### src/rtl/watch_pkg.sv
// rtl/watch_pkg.sv - shared watch types and constants
// Used by the alarm stage and the time counters.
package watch_pkg;

  typedef enum logic [1:0] {
    IDLE    = 2'd0,
    ARMED   = 2'd1,
    RINGING = 2'd2,
    SNOOZE  = 2'd3
  } alarm_state_t;

  localparam logic [1:0] MODE_SEC  = 2'd1;
  localparam logic [1:0] MODE_MIN  = 2'd2;
  localparam logic [1:0] MODE_HOUR = 2'd3;

  localparam logic [5:0] MAX_MIN  = 6'd59;
  localparam logic [5:0] MAX_HOUR = 6'd23;

endpackage

### src/rtl/alarm_unit_if.sv
// rtl/alarm_unit_if.sv - time/control inputs and alarm outputs of the alarm stage
// master drives time and controls, slave is the alarm unit.
interface alarm_unit_if;

  logic       tick;
  logic [5:0] seconds;
  logic [5:0] minutes;
  logic [4:0] hours;
  logic       load;
  logic [1:0] mode;
  logic [5:0] value;
  logic       arm;
  logic       snooze;
  logic       stop;
  logic       ring;
  logic [5:0] alarm_min;
  logic [4:0] alarm_hour;
  logic [1:0] state;

  modport master (
    output tick, seconds, minutes, hours, load, mode, value, arm, snooze, stop,
    input  ring, alarm_min, alarm_hour, state
  );

  modport slave (
    input  tick, seconds, minutes, hours, load, mode, value, arm, snooze, stop,
    output ring, alarm_min, alarm_hour, state
  );

endinterface

### src/rtl/alarm_unit_rise_detect.sv
// rtl/alarm_unit_rise_detect.sv - single-cycle rising-edge pulse of a level input
// Input must return low for a cycle before another pulse can occur.
module rise_detect (
  input  logic clk,
  input  logic rst,
  input  logic d_i,
  output logic rise_o
);

  logic d_q;

  always_ff @(posedge clk or posedge rst) begin
    if (rst) d_q <= 1'b0;
    else     d_q <= d_i;
  end

  assign rise_o = d_i & ~d_q;

endmodule

### src/rtl/alarm_unit.sv
// rtl/alarm_unit.sv - programmable alarm with ring, snooze and auto-stop timeout
// Ring output is decoded from the state register only.
module alarm_unit
  import watch_pkg::*;
#(
  parameter int RING_S   = 60,
  parameter int SNOOZE_S = 300
) (
  input logic        mclk,
  input logic        reset,
  alarm_unit_if.slave bus
);

  localparam int RW = $clog2(RING_S + 1);
  localparam int SW = $clog2(SNOOZE_S + 1);

  localparam logic [1:0] S_IDLE    = IDLE;
  localparam logic [1:0] S_ARMED   = ARMED;
  localparam logic [1:0] S_RINGING = RINGING;
  localparam logic [1:0] S_SNOOZE  = SNOOZE;

  localparam logic [RW-1:0] RING_MAX = RW'(RING_S);
  localparam logic [SW-1:0] SNZ_MAX  = SW'(SNOOZE_S);

  logic [1:0]    state_q, state_d;
  logic [RW-1:0] ring_cnt_q, ring_cnt_d;
  logic [SW-1:0] snz_cnt_q, snz_cnt_d;
  logic [5:0]    alarm_min_q, alarm_min_d;
  logic [4:0]    alarm_hour_q, alarm_hour_d;
  logic          match_q;
  logic          match, trigger, snz_edge, stop_edge;

  rise_detect u_snz_edge (.clk(mclk), .rst(reset), .d_i(bus.snooze), .rise_o(snz_edge));
  rise_detect u_stop_edge (.clk(mclk), .rst(reset), .d_i(bus.stop), .rise_o(stop_edge));

  assign match   = (bus.hours == alarm_hour_q) && (bus.minutes == alarm_min_q) && (bus.seconds == 6'd0);
  assign trigger = match & ~match_q;

  always_comb begin
    alarm_min_d  = alarm_min_q;
    alarm_hour_d = alarm_hour_q;
    if (bus.load) begin
      if (bus.mode == MODE_MIN && bus.value <= MAX_MIN)
        alarm_min_d = bus.value;
      if (bus.mode == MODE_HOUR && bus.value <= MAX_HOUR)
        alarm_hour_d = bus.value[4:0];
    end
  end

  // Counters saturate at their terminal values; disarm overrides everything.
  always_comb begin
    state_d    = state_q;
    ring_cnt_d = ring_cnt_q;
    snz_cnt_d  = snz_cnt_q;
    if (!bus.arm) begin
      state_d = S_IDLE;
    end else begin
      case (state_q)
        S_IDLE: state_d = S_ARMED;
        S_ARMED: begin
          if (trigger) begin
            state_d    = S_RINGING;
            ring_cnt_d = '0;
          end
        end
        S_RINGING: begin
          if (stop_edge) begin
            state_d = S_ARMED;
          end else if (snz_edge) begin
            state_d   = S_SNOOZE;
            snz_cnt_d = SNZ_MAX;
          end else if (bus.tick && ring_cnt_q != RING_MAX) begin
            ring_cnt_d = ring_cnt_q + RW'(1);
            if (ring_cnt_d == RING_MAX) state_d = S_ARMED;
          end
        end
        default: begin
          if (stop_edge) begin
            state_d = S_ARMED;
          end else if (bus.tick && snz_cnt_q != '0) begin
            snz_cnt_d = snz_cnt_q - SW'(1);
            if (snz_cnt_d == '0) begin
              state_d    = S_RINGING;
              ring_cnt_d = '0;
            end
          end
        end
      endcase
    end
  end

  always_ff @(posedge mclk or posedge reset) begin
    if (reset) begin
      state_q      <= S_IDLE;
      ring_cnt_q   <= '0;
      snz_cnt_q    <= '0;
      alarm_min_q  <= '0;
      alarm_hour_q <= '0;
      match_q      <= 1'b0;
    end else begin
      state_q      <= state_d;
      ring_cnt_q   <= ring_cnt_d;
      snz_cnt_q    <= snz_cnt_d;
      alarm_min_q  <= alarm_min_d;
      alarm_hour_q <= alarm_hour_d;
      match_q      <= match;
    end
  end

  assign bus.ring       = (state_q == S_RINGING);
  assign bus.alarm_min  = alarm_min_q;
  assign bus.alarm_hour = alarm_hour_q;
  assign bus.state      = state_q;

endmodule

### src/flat_wrapper.sv
// flat-port wrapper written by rule: the top's interface ports become plain ports
module alarm_unit_flat import watch_pkg::*;
#(
  parameter int RING_S   = 60,
  parameter int SNOOZE_S = 300
)
  (mclk, reset, bus_tick, bus_seconds, bus_minutes, bus_hours, bus_load, bus_mode, bus_value, bus_arm, bus_snooze, bus_stop, bus_ring, bus_alarm_min, bus_alarm_hour, bus_state);
  alarm_unit_if bus_i ();
  input logic mclk;
  input logic reset;
  input wire logic [$bits(bus_i.tick)-1:0] bus_tick;
  input wire logic [$bits(bus_i.seconds)-1:0] bus_seconds;
  input wire logic [$bits(bus_i.minutes)-1:0] bus_minutes;
  input wire logic [$bits(bus_i.hours)-1:0] bus_hours;
  input wire logic [$bits(bus_i.load)-1:0] bus_load;
  input wire logic [$bits(bus_i.mode)-1:0] bus_mode;
  input wire logic [$bits(bus_i.value)-1:0] bus_value;
  input wire logic [$bits(bus_i.arm)-1:0] bus_arm;
  input wire logic [$bits(bus_i.snooze)-1:0] bus_snooze;
  input wire logic [$bits(bus_i.stop)-1:0] bus_stop;
  output wire logic [$bits(bus_i.ring)-1:0] bus_ring;
  output wire logic [$bits(bus_i.alarm_min)-1:0] bus_alarm_min;
  output wire logic [$bits(bus_i.alarm_hour)-1:0] bus_alarm_hour;
  output wire logic [$bits(bus_i.state)-1:0] bus_state;
  assign bus_i.tick = bus_tick;
  assign bus_i.seconds = bus_seconds;
  assign bus_i.minutes = bus_minutes;
  assign bus_i.hours = bus_hours;
  assign bus_i.load = bus_load;
  assign bus_i.mode = bus_mode;
  assign bus_i.value = bus_value;
  assign bus_i.arm = bus_arm;
  assign bus_i.snooze = bus_snooze;
  assign bus_i.stop = bus_stop;
  assign bus_ring = bus_i.ring;
  assign bus_alarm_min = bus_i.alarm_min;
  assign bus_alarm_hour = bus_i.alarm_hour;
  assign bus_state = bus_i.state;
  alarm_unit #(.RING_S(RING_S), .SNOOZE_S(SNOOZE_S)) u_core (.mclk(mclk), .reset(reset), .bus(bus_i));
endmodule
### config.mk
export PLATFORM = sky130hd
export DESIGN_NAME = alarm_unit_flat
export DESIGN_NICKNAME = d
export VERILOG_FILES = /design/src/rtl/watch_pkg.sv /design/src/rtl/alarm_unit_if.sv /design/src/rtl/alarm_unit_rise_detect.sv /design/src/rtl/alarm_unit.sv /design/src/flat_wrapper.sv
export SDC_FILE = /design/constraint.sdc
export NUM_CORES = 1
export LEC_CHECK = 0
export ABC_AREA = 1
export ABC_CLOCK_PERIOD_IN_PS = 2000
export CORE_ASPECT_RATIO = 0.5
export CORE_MARGIN = 5
export CORE_UTILIZATION = 60
export CTS_CLUSTER_DIAMETER = 60
export DETAILED_ROUTE_END_ITERATION = 12
export DONT_BUFFER_PORTS = 1
export PLACE_DENSITY = 0.76
export SYNTH_ARGS = -nofsm -noshare
export SYNTH_HDL_FRONTEND = slang
export SYNTH_HIERARCHICAL = 1
export SYNTH_SLANG_ARGS = --single-unit
### constraint.sdc
create_clock -name mclk -period 2 [get_ports mclk]
set_clock_uncertainty 0.1 [all_clocks]
set_input_delay 0.4 -clock mclk [delete_from_list [all_inputs] [get_ports mclk]]
set_output_delay 0.4 -clock mclk [all_outputs]
set_load 0.05 [all_outputs]
==> metrics, run 1 <==
status complete, no violations; Post-Place Worst Slack 0.0732 ns; post-synth top area cell dfrtp_1; syn avg cell area 6.86 µm²; Avg Vias per Cell 5.33; FF+latch count, synth 31; worst slew pin tran 0.615 ns; vias in the first global route 1926; synth warn 6; Peak supply drop 653 µV; CTS tree done; Synth Instances 296; Reg clk slew, reported paths ~0.070 ns; Post-synth EDFFs 0; first-pass GRT wire length 8510 µm; FILL cells 251; area share of the largest cell type after synthesis 38.2%; Clock Sink Count 31; WP data required 2.07 ns; Non-Filler Instances approximately 360; placed cells approximately 350; post-synthesis cell type count 28; Syn Nets 332; period utilization 90.8%; startpoint types register; Max Fclk 0.550 GHz; final hold violations 0; crit path max fanout 7; Ports 46; routed wire length just under 5000 µm; row cnt 14; synth top area cells dfrtp_1 38%, nand2_1 17%, inv_1 8.9%, nor2_1 7.0%, nand3_1 4.4%; First-pass DRT Iterations 4; Max Slew Vio Count 0; area grow syn2layout 14.7%; Clock Latency Late Sink 0.28 ns; Total GRT Usage 22.6%; final worst setup slack 0.183 ns; leak pwr between 1 and 1.5 nW; gr ovfl total 0; Initial Util 65.2%; Worst Hold Slack 0.0452 ns; top_reg_cell synth dfrtp_1; post-DP HPWL about 3600 µm; total number of vias 1925; worst min path class in -> reg; top-count cell post-synth nand2_1; Post-Syn Area approximately 0.0020 mm²; DR iter-0 viols 88; Core Area just over 0.003 mm²; Critical Path End Type register; setup violators final 0; worst rel slew slack 58.4%; sequential element share of the synthesized area 38.2%; Die Area 0.00472 mm²; RD Place Congestion 0.832; Longest Clk Path Bufs 2; DRC 0; most frequent cells after synthesis 90 x nand2_1, 48 x inv_1, 38 x nor2_1, 31 x dfrtp_1, 18 x nand3_1; initial antenna violation count 0; Root Buffer clkbuf_8; CP arrival 1.89 ns; WL/cell 13.4 µm; cts bufs inserted 5; RSZ-0062 raised after global routing false; setup_tns 0 ns; nets 357; CTS H-Tree Depth 2; crit path time final 1.82 ns; Crit Path Category reg -> reg; Routed Antenna Nets 0; n_diodes 0; Die H about 51 µm; largest net degree at the start of global routing 30; Async SR Flop Fraction 100%; max cap viols 0; share of post-route cells with drive strength above 1 16.2%; die width 92.3 µm; # port buffers 0; PwrDens around 1100 mW/mm²
per-stage QoR:
stage	utilization, %	instance area (µm²)	power, mW
3_5_place_dp	70.5	2200	1.94
4_1_cts	73.6	2290	2.48
5_1_grt	74.8	2330	2.71
2_1_floorplan	-	2030	1.68
6_report	74.8	2330	2.53
3_3_place_gp	70.5	2200	1.90
repair_timing:
action,in CTS,in global routing
resized for setup,0,6
setup buffers,0,2
endpoints found under the setup margin,0,17
hold buffers,1,0
hold endpoints to repair,31,0
critical path, cell delays in order (launching register included):
cell and delay [ns]:
dfrtp_2 0.40, inv_1 0.05, ha_1 0.19, nand3_1 0.10
o21ai_1 0.10, o21ai_1 0.17, nand3_2 0.14, a21oi_4 0.26
nand2_4 0.10, nand2_1 0.07, nand2_1 0.04
state kept, by name, summed over array words and instances (netlist names):
signal and cells:
u_core/bus.alarm_hour 5, u_core/bus.alarm_min 6, u_core/bus.state 2, u_core/match_q 1, u_core/ring_cnt_q 6, u_core/snz_cnt_q 9
u_core/u_snz_edge/d_q 1, u_core/u_stop_edge/d_q 1
layout by cell type, fill, tap and decap left out, drive strengths merged, types with 4 or more instances in the layout:
master  synthesis  layout
dfrtp          31      31
nand2          94      94
ha              4       4
clkbuf          0       6
xnor2           5       5
a21oi           8       8
nor2           47      47
o21ai          18      18
buf             1      18
nand3          23      23
nand4           4       4
inv            51      51
worst paths after layout:
path                                             startpoint  slack (ns)  depth (start not counted)                               end
setup / recovery           u_core/ring_cnt_q[0]$_DFFE_PP0P_        0.18                         10  u_core/ring_cnt_q[2]$_DFFE_PP0P_
hold / removal                                   bus_snooze        0.05                          0   u_core/u_snz_edge/d_q$_DFF_PP0_
setup reg to reg           u_core/ring_cnt_q[0]$_DFFE_PP0P_        0.18                         10  u_core/ring_cnt_q[2]$_DFFE_PP0P_
hold reg to reg            u_core/ring_cnt_q[0]$_DFFE_PP0P_        0.44                          2  u_core/ring_cnt_q[0]$_DFFE_PP0P_
max in group asynchronous                             reset        0.91                          3  u_core/ring_cnt_q[0]$_DFFE_PP0P_
min in group asynchronous                             reset        0.34                          2   u_core/u_snz_edge/d_q$_DFF_PP0_
metal layers:
layer / wire length [µm] / track usage [%] / vias to the layer above
met5: 0 / 0 / -
met1: 2110 / 27.4 / 890
met3: 431 / 8.21 / 2
li1: - / - / 968
met2: 2270 / 40.0 / 65
met4: 10 / 3.69 / 0
power by group:
part	internal, mW	switching, mW	total, mW
logic	0.354	0.754	1.11
clock network	0.270	0.241	0.512
registers	0.753	0.155	0.908
total	1.38	1.15	2.53
final cells by class:
cell class	instances	area [µm²]	area share [%]
clock inverters	1	5.00	0.215
clock buffers	6	82.6	3.54
flip-flops and latches	31	777	33.3
repair buffers	19	145	6.23
multi-input cells	212	1070	46.1
inverters	52	198	8.48
well taps	40	50.0	2.15
cell families after synthesis:
logic type / count (synthesis) / synth area share (%)
AO/OA/AOI/OAI: 31 / 8.74
XOR/XNOR: 5 / 2.52
adder cells (fa/ha/maj): 4 / 2.46
buffers and inverters: 53 / 9.85
flip-flops: 31 / 38.2
AND/OR/NAND/NOR: 172 / 38.2
No activity file was read; power rests on OpenSTA's default activity.
==> run 2: changes to the inputs <==
--- a/config.mk
+++ b/config.mk
@@ -6,7 +6,6 @@
 export NUM_CORES = 1
 export LEC_CHECK = 0
 export ABC_AREA = 1
-export ABC_CLOCK_PERIOD_IN_PS = 2000
 export CORE_ASPECT_RATIO = 0.5
 export CORE_MARGIN = 5
 export CORE_UTILIZATION = 60
==> results of run 2 <==
The final DEF is identical to that of run 1; final timing and power are the same.
==> run 3: changes to the inputs <==
--- a/config.mk
+++ b/config.mk
@@ -15,5 +15,4 @@
 export PLACE_DENSITY = 0.76
 export SYNTH_ARGS = -nofsm -noshare
 export SYNTH_HDL_FRONTEND = slang
-export SYNTH_HIERARCHICAL = 1
 export SYNTH_SLANG_ARGS = --single-unit
==> metrics, run 3 <==
status finished, violations left; failing checks negative hold slack; synth top area cells dfrtp_1 39%, nand2_1 17%, inv_1 7.7%, nor2_1 7.2%, nand3_1 6.0%; nets 349; Worst Hold Slack -0.0164 ns; post-DP HPWL roughly 3300 µm; worst slew pin tran around 0.4 ns; share of post-route cells with drive strength above 1 18.5%; initial antenna violation count 0; PwrDens 1160 mW/mm²; area share of the largest cell type after synthesis 38.9%; Crit Path Category reg -> out; Routed Antenna Nets 0; cts bufs inserted 5; sequential element share of the synthesized area 38.9%; leading cell types in the layout, fill and taps excluded 87 x nand2_1, 39 x inv_1, 36 x nor2_1; Avg Vias per Cell 5.21; commonest non-fill, non-tap cell in the layout nand2_1; Ports 46; area grow syn2layout 16.3%; Clock Latency Late Sink roughly 0.28 ns; post-synthesis cell type count 30; Total GRT Usage around a fifth; dpl cell area 0.00216 mm²; n_diodes 0; Syn Nets approximately 330; # port buffers 0; top_reg_cell synth dfrtp_1; Core Area 0.00310 mm²; Die Area 0.00464 mm²; Max Fclk ~0.54 GHz; Synth Instances 290; setup violators final 0; Async SR Flop Fraction 100%; max cap viols 0; max reg flops 9; final worst setup slack 0.140 ns; First-pass DRT Iterations 4; synth warn 0; worst rel slew slack 73.9%; DR iter-0 viols 132; setup_tns 0 ns; largest net degree at the start of global routing 32; most frequent cells after synthesis 89 x nand2_1, 41 x inv_1, 38 x nor2_1, 31 x dfrtp_1, 24 x nand3_1; row cnt 14; crit path max fanout 10; Reg clk slew, reported paths 0.07 ns; total number of vias 1845; Clock Sink Count 31; crit path time final 1.86 ns; Max Slew Vio Count 0; Post-synth EDFFs 0; final hold violations 31; Core Util, Final 74.8%; FILL cells 252; RSZ-0062 raised after global routing true; startpoint types register; post-synth top area cell dfrtp_1; RD Place Congestion 0.876; period utilization 93.0%; DRC 0; top-count cell post-synth nand2_1; syn avg cell area 6.87 µm²; Die H between 50 and 60 µm; placed cells 345; Post-Syn Area 0.00199 mm²; Peak supply drop 571 µV; Initial Util 64.3%; die width 91.5 µm; routed wire length 4390 µm; WP data required 1.50 ns; Root Buffer clkbuf_8; WL/cell ~12 µm; FF+latch count, synth 31; Post-Place Worst Slack 0.0677 ns; Longest Clk Path Bufs 2; Largest Register u_core.snz_cnt_q; CTS H-Tree Depth 2; leak pwr 1.21 nW; first-pass GRT wire length a little under 8000 µm; Hold Buf Count CTS 0; CTS tree done; design area 0.00232 mm²; CP arrival 1.36 ns; Critical Path End Type output pin; worst min path class in -> async; Non-Filler Instances 354; gr ovfl total 0; vias in the first global route around 1800
[run 3: changes by cell type after synthesis, moves of 2 or more]
cell / delta
a22oi_1: +3
inv_1: -7
inv_2: +5
nand3_1: +6
nand3_2: -3
nand3b_1: -2
nor2_2: -3
o21ai_1: -4
xnor2_1: -2
xor2_1: +3
[run 3: worst paths after layout]
path	from	endpoint	slack [ns]	depth (start not counted)
max in group asynchronous	reset	u_core.bus.state[1]$_DFFE_PP0P_	1.52	2
min reg2reg	u_core.ring_cnt_q[5]$_DFFE_PP0P_	u_core.ring_cnt_q[5]$_DFFE_PP0P_	0.42	2
min in group mclk	bus_stop	u_core.u_stop_edge.d_q$_DFF_PP0_	0.05	0
max reg2reg	u_core.snz_cnt_q[3]$_DFFE_PP0P_	u_core.ring_cnt_q[4]$_DFFE_PP0P_	0.16	12
max	u_core.bus.state[0]$_DFFE_PP0P_	bus_ring	0.14	4
min	reset	u_core.u_snz_edge.d_q$_DFF_PP0_	-0.02	2
[run 3: timing repair]
| action | 4_1_cts | 5_1_grt |
|---|---|---|
| hold endpoints to repair | 0 | 0 |
| buffers inserted | 0 | 1 |
| gates resized for setup | 0 | 11 |
| setup endpoints to repair | 0 | 11 |
[run 3: stage by stage]
step,hold WS (ns),total power [mW]
floorplan,0.331,1.72
global placement,0.297,1.98
detailed placement,0.302,2.00
CTS,0.00341,2.64
global route,0.0303,2.89
finish,-0.0164,2.69
[run 3: final cells by class]
class                   count  area, µm²  area share [%]
well taps                  40       50.0            2.16
repair buffers             17        128            5.50
multi-input cells         209       1060            45.8
clock buffers               6       82.6            3.56
clock inverters             2       35.0            1.51
flip-flops and latches     31        777            33.5
inverters                  49        184            7.93
[run 3: cells by family (layout without fill, tap and decap cells)]
family / Yosys count / after routing / synth area share, %
flip-flops: 31 / 31 / 38.9
AND/OR/NAND/NOR: 169 / 169 / 37.0
AO/OA/AOI/OAI: 31 / 31 / 9.98
XOR/XNOR: 5 / 5 / 2.20
adder cells (fa/ha/maj): 4 / 4 / 2.51
buffers and inverters: 50 / 74 / 9.42
[run 3: routing by layer]
metal  part of all wire, %  up-vias  track usage, %
met5                     0        -               0
met1                    47      841            26.4
li1                      -      944               -
met2                    44       54            34.1
met4                  0.73        0            3.75
met3                   8.6        6            7.46
[run 3: power breakdown]
part	internal [mW]	switching [mW]	total (mW)
sequential	0.769	0.143	0.912
combinational	0.365	0.774	1.14
clock	0.403	0.233	0.636
total	1.54	1.15	2.69
[run 3: critical path: stages (launching register included)]
cell	delay [ns]
dfrtp_1	0.39
inv_2	0.13
nand2_2	0.10
inv_2	0.21
buf_4	0.25
